### src/rtl/bcd_tens_display.sv
// Two-digit BCD display stage: synchronizes the ripple-counter units digit, derives
// a tens digit from each 9->0 wrap, and multiplexes both onto one seven-segment port.
module bcd_tens_display #(
    parameter int REFRESH_DIV = 4
) (
    input  logic       clk,
    input  logic       rst,
    input  logic       en,
    input  logic       clr,
    input  logic [3:0] units_in,
    output logic [3:0] units,
    output logic [3:0] tens,
    output logic [6:0] seg,
    output logic [1:0] an,
    output logic       ovf,
    output logic       err
);

    localparam int CW = (REFRESH_DIV > 2) ? $clog2(REFRESH_DIV) : 1;

    logic [3:0]    r_s1;
    logic [3:0]    r_s2;
    logic [3:0]    r_units;
    logic [3:0]    r_tens;
    logic          r_ovf;
    logic          r_err;
    logic [CW-1:0] r_cnt;
    logic          r_sel;
    logic [6:0]    r_seg;
    logic [1:0]    r_an;

    logic          w_legal;
    logic          w_wrap;
    logic          w_cnt_tc;
    logic [3:0]    w_digit;
    logic [6:0]    w_seg_dec;
    logic [6:0]    w_seg_next;
    logic [1:0]    w_an_next;

    assign w_legal  = (r_s2 <= 4'd9);
    assign w_wrap   = (r_units == 4'd9) && (r_s2 == 4'd0);
    assign w_cnt_tc = (r_cnt == CW'(REFRESH_DIV - 1));

    // Synchronizer runs unconditionally; capture and wrap logic sit behind clr/en.
    always_ff @(posedge clk or negedge rst) begin
        if (!rst) begin
            r_s1    <= 4'd0;
            r_s2    <= 4'd0;
            r_units <= 4'd0;
            r_tens  <= 4'd0;
            r_ovf   <= 1'b0;
            r_err   <= 1'b0;
        end else begin
            r_s1 <= units_in;
            r_s2 <= r_s1;
            if (clr) begin
                r_units <= 4'd0;
                r_tens  <= 4'd0;
                r_ovf   <= 1'b0;
                r_err   <= 1'b0;
            end else if (en) begin
                if (w_legal) begin
                    r_units <= r_s2;
                    if (w_wrap) begin
                        if (r_tens == 4'd9) begin
                            r_tens <= 4'd0;
                            r_ovf  <= 1'b1;
                        end else begin
                            r_tens <= r_tens + 4'd1;
                        end
                    end
                end else begin
                    r_err <= 1'b1;
                end
            end
        end
    end

    always_comb begin
        w_digit = r_sel ? r_tens : r_units;
        case (w_digit)
            4'd0:    w_seg_dec = 7'h7E;
            4'd1:    w_seg_dec = 7'h30;
            4'd2:    w_seg_dec = 7'h6D;
            4'd3:    w_seg_dec = 7'h79;
            4'd4:    w_seg_dec = 7'h33;
            4'd5:    w_seg_dec = 7'h5B;
            4'd6:    w_seg_dec = 7'h5F;
            4'd7:    w_seg_dec = 7'h70;
            4'd8:    w_seg_dec = 7'h7F;
            4'd9:    w_seg_dec = 7'h7B;
            default: w_seg_dec = 7'h00;
        endcase
        // A zero tens digit is blanked rather than shown as a leading 0.
        w_seg_next = (r_sel && (r_tens == 4'd0)) ? 7'h00 : w_seg_dec;
        w_an_next  = r_sel ? 2'b10 : 2'b01;
    end

    always_ff @(posedge clk or negedge rst) begin
        if (!rst) begin
            r_cnt <= '0;
            r_sel <= 1'b0;
            r_seg <= 7'h7E;
            r_an  <= 2'b01;
        end else begin
            if (w_cnt_tc) begin
                r_cnt <= '0;
                r_sel <= ~r_sel;
            end else begin
                r_cnt <= r_cnt + CW'(1);
            end
            r_seg <= w_seg_next;
            r_an  <= w_an_next;
        end
    end

    assign units = r_units;
    assign tens  = r_tens;
    assign ovf   = r_ovf;
    assign err   = r_err;
    assign seg   = r_seg;
    assign an    = r_an;

endmodule

### config.mk
export PLATFORM = sky130hd
export DESIGN_NAME = bcd_tens_display
export DESIGN_NICKNAME = d
export VERILOG_FILES = /design/src/rtl/bcd_tens_display.sv
export SDC_FILE = /design/constraint.sdc
export NUM_CORES = 1
export LEC_CHECK = 0
export BUFFER_PORTS_ARGS = -buffer_cell sky130_fd_sc_hd__clkbuf_2
export CORE_ASPECT_RATIO = 1.2
export CORE_MARGIN = 2
export CORE_UTILIZATION = 48
export CTS_CLUSTER_SIZE = 24
export DETAILED_ROUTE_END_ITERATION = 8
export PLACE_DENSITY = 0.74
export SLEW_MARGIN = 20
export SYNTH_ARGS = -nofsm -noshare
export SYNTH_HDL_FRONTEND = slang
export SYNTH_SLANG_ARGS = --single-unit
### constraint.sdc
create_clock -name clk -period 1.6 [get_ports clk]
set_input_delay 0.08 -clock clk [delete_from_list [all_inputs] [get_ports clk]]
set_output_delay 0.08 -clock clk [all_outputs]
set_load 0.01 [all_outputs]
# Word-level counts from Yosys, hierarchy flattened
# Memories as Yosys holds them, arrays and structs flattened.
# Cells that the tools add are included.
[classes] n_addsub=2 reduce_logical=12 mux=20 bitwise_logic=1 n_lt_le_gt_ge=1 eq_ne=4
[op_table] cell="$mux W4" count=9
[op_table] cell="$eq A4 B4 Y1 const B" count=2
[op_table] cell="$logic_not A4 Y1" count=2
[op_table] cell="$mux W1" count=8
[op_table] cell="$reduce_bool A2 Y1" count=4
[op_table] cell="$mux W7" count=1
[op_table] cell="$add A4 B1 Y4 const B" count=1
[op_table] cell="$le A4 B4 Y1 const B" count=1
[op_table] cell="$mux W2" count=2
[op_table] cell="$reduce_and A2 Y1" count=2
[op_table] cell="$reduce_and A4 Y1" count=1
[op_table] cell="$reduce_and A3 Y1" count=1
[op_table] cell="$add A2 B1 Y2 const B" count=1
[op_table] cell="$eq A2 B2 Y1 const B" count=1
[op_table] cell="$logic_and A1 B1 Y1" count=2
[op_table] cell="$ne A2 B2 Y1 const B" count=1
[op_table] cell="$not A1 Y1" count=1
[totals] in_bits=8 out_inout_bits=19 elab_cells=51 memories=1 mem_bits_ro=112 register_bits=30
[mem_list] name="(name not given)" depth=16 word_bits=7 read_ports=1 rd_ports_with_merged_regs=0 write_ports=0 line="81" text="case (w_digit)"

# Longest topological paths before layout
[logic_depth] ltp_word=6 ltp_mapped=7 mapped_depth_nobuf=6

# Worst setup path before layout
# Ideal clock, no wire load.
[synth_timing] path_kind="register -> register" start="register r_tens[1], in the netlist tens[1]" end="register r_seg[2], in the netlist seg[2]" required_ps=1506 synth_period_minus_slack_ps=1634 setup_ps=94 arrival_ps=1540 path_stages_with_launch=7 setup_slack_ps=-34 path_cell_list="dfrtp_1 buf_2 mux2_4 ha_1 mux2_1 a22oi_1 nor2_1"
[synth_via] elab_chain_len=3 word_cells_on_any_way=5
[synth_rtl] element="start, declared" line="24" text="logic [3:0] r_tens;"
[synth_rtl] element="start signal, assigned" line="69" text="r_tens <= r_tens + 4'd1;"
[synth_rtl] element="$mux W4 / $logic_not A4 Y1 (equally long branches)" line="80, 95"
[synth_rtl] element="$mem_v2 Z16 W7 / $logic_and A1 B1 Y1 (equally long branches)"
[synth_rtl] element="$mux W7 *" line="95" text="w_seg_next = (r_sel && (r_tens == 4'd0)) ? 7'h00 : w_seg_dec;"
[synth_rtl] element="net w_seg_next[2]" line="37" text="logic [6:0] w_seg_next;"
[synth_rtl] element="end signal, assigned" line="112" text="r_seg <= w_seg_next;"
[synth_rtl] element="end, declared" line="29" text="logic [6:0] r_seg;"
# The timed path passes the listed nets; every way through them passes the cells marked *.
# A chain may end at the register's enable or synchronous reset.

# Worst setup path in the final report
[layout_timing] start="register r_sel" end="register r_seg[3], in the netlist seg[3]"
[layout_via] elab_chain_len=3 word_cells_on_any_way=4
[layout_rtl] element="start, declared" line="28" text="logic r_sel;"
[layout_rtl] element="start signal, assigned" line="108" text="r_sel <= ~r_sel;"
[layout_rtl] element="$mux W4" line="80" text="w_digit = r_sel ? r_tens : r_units;"
[layout_rtl] element="$mem_v2 Z16 W7"
[layout_rtl] element="$mux W7 *" line="95"
[layout_rtl] element="net w_seg_next[3]" line="37"
# Marked as above.

==> results summary <==
The flow ran to the end, and the final reports show no timing, DRC or antenna violations. The most frequent cell after synthesis is sky130_fd_sc_hd__dfrtp_1. The number of register bits inferred by synthesis is 30. For this run the aggregate overflow at the end of global routing stands at 0.

The cell leakage power is 0.000816 µW. The dominant combinational cell family by area after synthesis is simple AND/OR/NAND/NOR gates. TritonCTS built the clock tree. Of the total synthesized cell area, the portion taken by XOR and XNOR cells is 0.0198.

The number of pins exceeding their max-slew limit in the final report is 0. The fraction of layout instances using a drive strength above 1 is 0.420. After synthesis, the most frequently instantiated cells are sky130_fd_sc_hd__dfrtp_1, sky130_fd_sc_hd__nor2_1. The number of buffer cells added on primary ports is 26.

The number of maximum-capacitance violations is 0. With fillers left out, the area of the finished cells amounts to 1710 µm². The horizontal die dimension came out at 52.0 µm. The setup TNS after final layout is 0 ns.

The final critical-path required period came out at 1.57 ns. The die footprint is 3200 µm². After synthesis, the mean cell area works out to 11.5 µm². OpenSTA, run right after detailed placement, puts the worst setup slack at -0.102 ns. The number of endpoints with negative hold slack in the final report is 0. The final cell utilization of the core came out at 0.664. The final net count is 170. The placeable core area came out at 2580 µm². The first-pass GRT wire length is 4240 µm. The number of routed nets with antenna violations came out at 0. After synthesis, the share of cell area in mux cells is 0.0793. The adder-cell share of the synthesized area is 0.0567. Synthesis handed over a netlist of 115 instances. The via total after detailed routing came out at 976. The total wire length after detailed routing came out at 2510 µm. The number of buffers inserted during clock tree synthesis is 5. For the final database, setup skew stands at 0.0169 ns. Setup repair after global routing could not meet its margin everywhere.

The area share of and/or/nand/nor cells after synthesis came out at 0.144. The share of synthesized area occupied by flip-flops and latches came out at 0.573. In this run the deepest clock path goes through 2 buffers. Summed over all nets, the half-perimeter wirelength after detailed placement is 1750 µm. The compound-cell area share of the yosys netlist came out at 0.0850.

The clock-pin slew of the registers on the worst-case setup and hold paths is 0.08 ns. The proportion of netlist area held by the largest area contributor is 0.434. Summed over all instances, the cell type with the most area after synthesis is sky130_fd_sc_hd__dfrtp_1. The number of nets in the synthesized netlist is 129. The diode insertion count for antenna repair is 0. Power spread over the standard cell area amounts to 862 nW/µm². The number of levels in the clock H-tree is 2.

The height of the chip came out at 61.6 µm. The initial utilization of the core area, before any placement, comes to 0.514. The max-slew headroom at the worst pin is 0.525. The weighted congestion reported at the end of routability-driven placement came out at 0.838. The DRC marker count from the first detailed-route iteration came out at 11. The startpoint-to-endpoint class of the critical path is flop to flop. The first-pass iteration count of the detailed router is 4. The count of yosys warnings during synthesis is 0. The startpoint type of the worst setup path is a flop.

The final worst-path cycle share came out at 0.979. For this run, the leading register cell type out of synthesis is sky130_fd_sc_hd__dfrtp_1. The cell area after synthesis is 1330 µm².

In this run the worst path has a maximum fanout of 6. Summing internal, switching and leakage power gives 1470 µW. The highest attainable clock frequency is 638 MHz. Row generation in the floorplan step produced 20 rows.

The count of unique library cells instantiated by Yosys is 32. The synthesis-to-finish area growth is 29.1%. Ranked by total cell area, the synthesized netlist is headed by sky130_fd_sc_hd__dfrtp_1, sky130_fd_sc_hd__dfstp_2, sky130_fd_sc_hd__ha_1, sky130_fd_sc_hd__nor2_1, sky130_fd_sc_hd__mux2i_1. The number of enable-type register cells in the synthesized netlist came out at 0. The root buffer cell is sky130_fd_sc_hd__clkbuf_4.

At the worst endpoint, the arrival time is 1.83 ns. The worst setup slack after layout is 0.0332 ns. For the pin with the worst max-slew slack, the measured transition is 0.713 ns. The maximum number of pins on one net before global-route repair is 31.

The worst setup path is captured at a flop. Counting every sink on the clock net gives 30. Dividing the detail-routed wire length by the instance count gives 13.2 µm.

The overall track demand over capacity in global routing is 0.189. The number of remaining DRC errors is 0. Setup violations remaining at the end of the flow were counted as 0.

The number of antenna violations at the first check in global routing is 0. The I/O pin count is 27. The source-to-sink clock delay at the later pin of the worst-skew pair came out at 0.34 ns. The maximum vdd ir drop came out at 0.713 mV. The data required time of the critical path is 1.86 ns.

The via density per instance is 5.14. The share of synthesized registers carrying an async set or reset is 1.00. In this run the cell area measured after placement is 1530 µm². The number of global-route vias before repair is 990. The class of the tightest hold or removal check is input port to flop.
## final timing paths
path	from	to	slack, ns	depth (start not counted)
setup / recovery	r_sel$_DFFE_PN0P_	seg[3]$_DFF_PN1_	0.03	4
hold / removal	en	units[0]$_DFFE_PN0P_	0.05	3
max in group asynchronous	rst	r_sel$_DFFE_PN0P_	0.77	2
min in group asynchronous	rst	tens[3]$_DFFE_PN0P_	0.32	2
hold reg to reg	r_s1[2]$_DFF_PN0_	r_s2[2]$_DFF_PN0_	0.36	0
setup reg to reg	r_sel$_DFFE_PN0P_	seg[3]$_DFF_PN1_	0.03	4
## metal layers
layer / global-route usage / routed length [µm]
met5: 0 / 0
met4: 0.0789 / 40
met3: 0.0777 / 138
met2: 0.335 / 1320
met1: 0.199 / 1020
## repair_timing
item / in CTS / in global routing
pin swaps: 2 / 4
endpoints found under the setup margin: 4 / 5
hold buffers: 5 / 0
endpoints found under the hold margin: 27 / 0
buffers inserted: 0 / 1
resized for setup: 7 / 9
## cell usage in the layout, fill, tap and decap left out, types with 2 or more instances in the layout
cell type                       count
sky130_fd_sc_hd__inv_2              2
sky130_fd_sc_hd__mux2i_1            4
sky130_fd_sc_hd__xor2_1             3
sky130_fd_sc_hd__buf_4              8
sky130_fd_sc_hd__dlygate4sd3_1      5
sky130_fd_sc_hd__ha_1               5
sky130_fd_sc_hd__nor4b_1            2
sky130_fd_sc_hd__dfrtp_1           22
sky130_fd_sc_hd__clkbuf_4           5
sky130_fd_sc_hd__nand2_1            7
sky130_fd_sc_hd__o21ai_0            2
sky130_fd_sc_hd__a21oi_2            4
sky130_fd_sc_hd__a21oi_1            3
sky130_fd_sc_hd__mux2i_4            2
sky130_fd_sc_hd__a31oi_1            3
sky130_fd_sc_hd__clkbuf_2          26
sky130_fd_sc_hd__inv_1              5
sky130_fd_sc_hd__mux2_4             3
sky130_fd_sc_hd__dfstp_2            7
sky130_fd_sc_hd__nor2_1            16
sky130_fd_sc_hd__nand3_1            3
## metrics by stage
step           hold slack (ns)  instances
4_1_cts                 0.0354        190
3_5_place_dp             0.164        177
5_1_grt                 0.0395        190
3_3_place_gp             0.154        177
2_1_floorplan           -0.216        115
6_report                0.0502        190
## power by group
part | total, µW | switching [µW] | internal (µW)
sequential | 824 | 17.6 | 807
combinational | 184 | 99.4 | 84.8
clock | 466 | 254 | 213
## critical path, stage by stage, from the launching register on
cell	delay (ns)
sky130_fd_sc_hd__dfrtp_2	0.48
sky130_fd_sc_hd__mux2_4	0.36
sky130_fd_sc_hd__buf_4	0.15
sky130_fd_sc_hd__or3_4	0.37
sky130_fd_sc_hd__a21oi_2	0.15
## cell type report
cell class / instances / area [µm²]
Multi-Input combinational cell: 73 / 582
Timing Repair Buffer: 39 / 240
Clock inverter: 1 / 5.00
Tap cell: 33 / 41.3
Inverter: 7 / 26.3
Fill cell: 211 / 867
Clock buffer: 7 / 55.1
Sequential cell: 30 / 761
## state kept, by name, summed over array words and instances, names as in the netlist
signal and cells:
r_cnt 2, tens 4, r_s1 4, err 1, ovf 1, r_sel 1
units 4, r_s2 4, an 2, seg 7
## kinds of logic after synthesis
family | after synthesis
xor gates and xnor gates | 3
muxes | 9
and+or+nand+nor | 36
buffers and inverters | 12
adders and majority gates | 6
AOI/OAI and AO/OA | 19
DFF | 30
(Power assumes the default switching activity.)
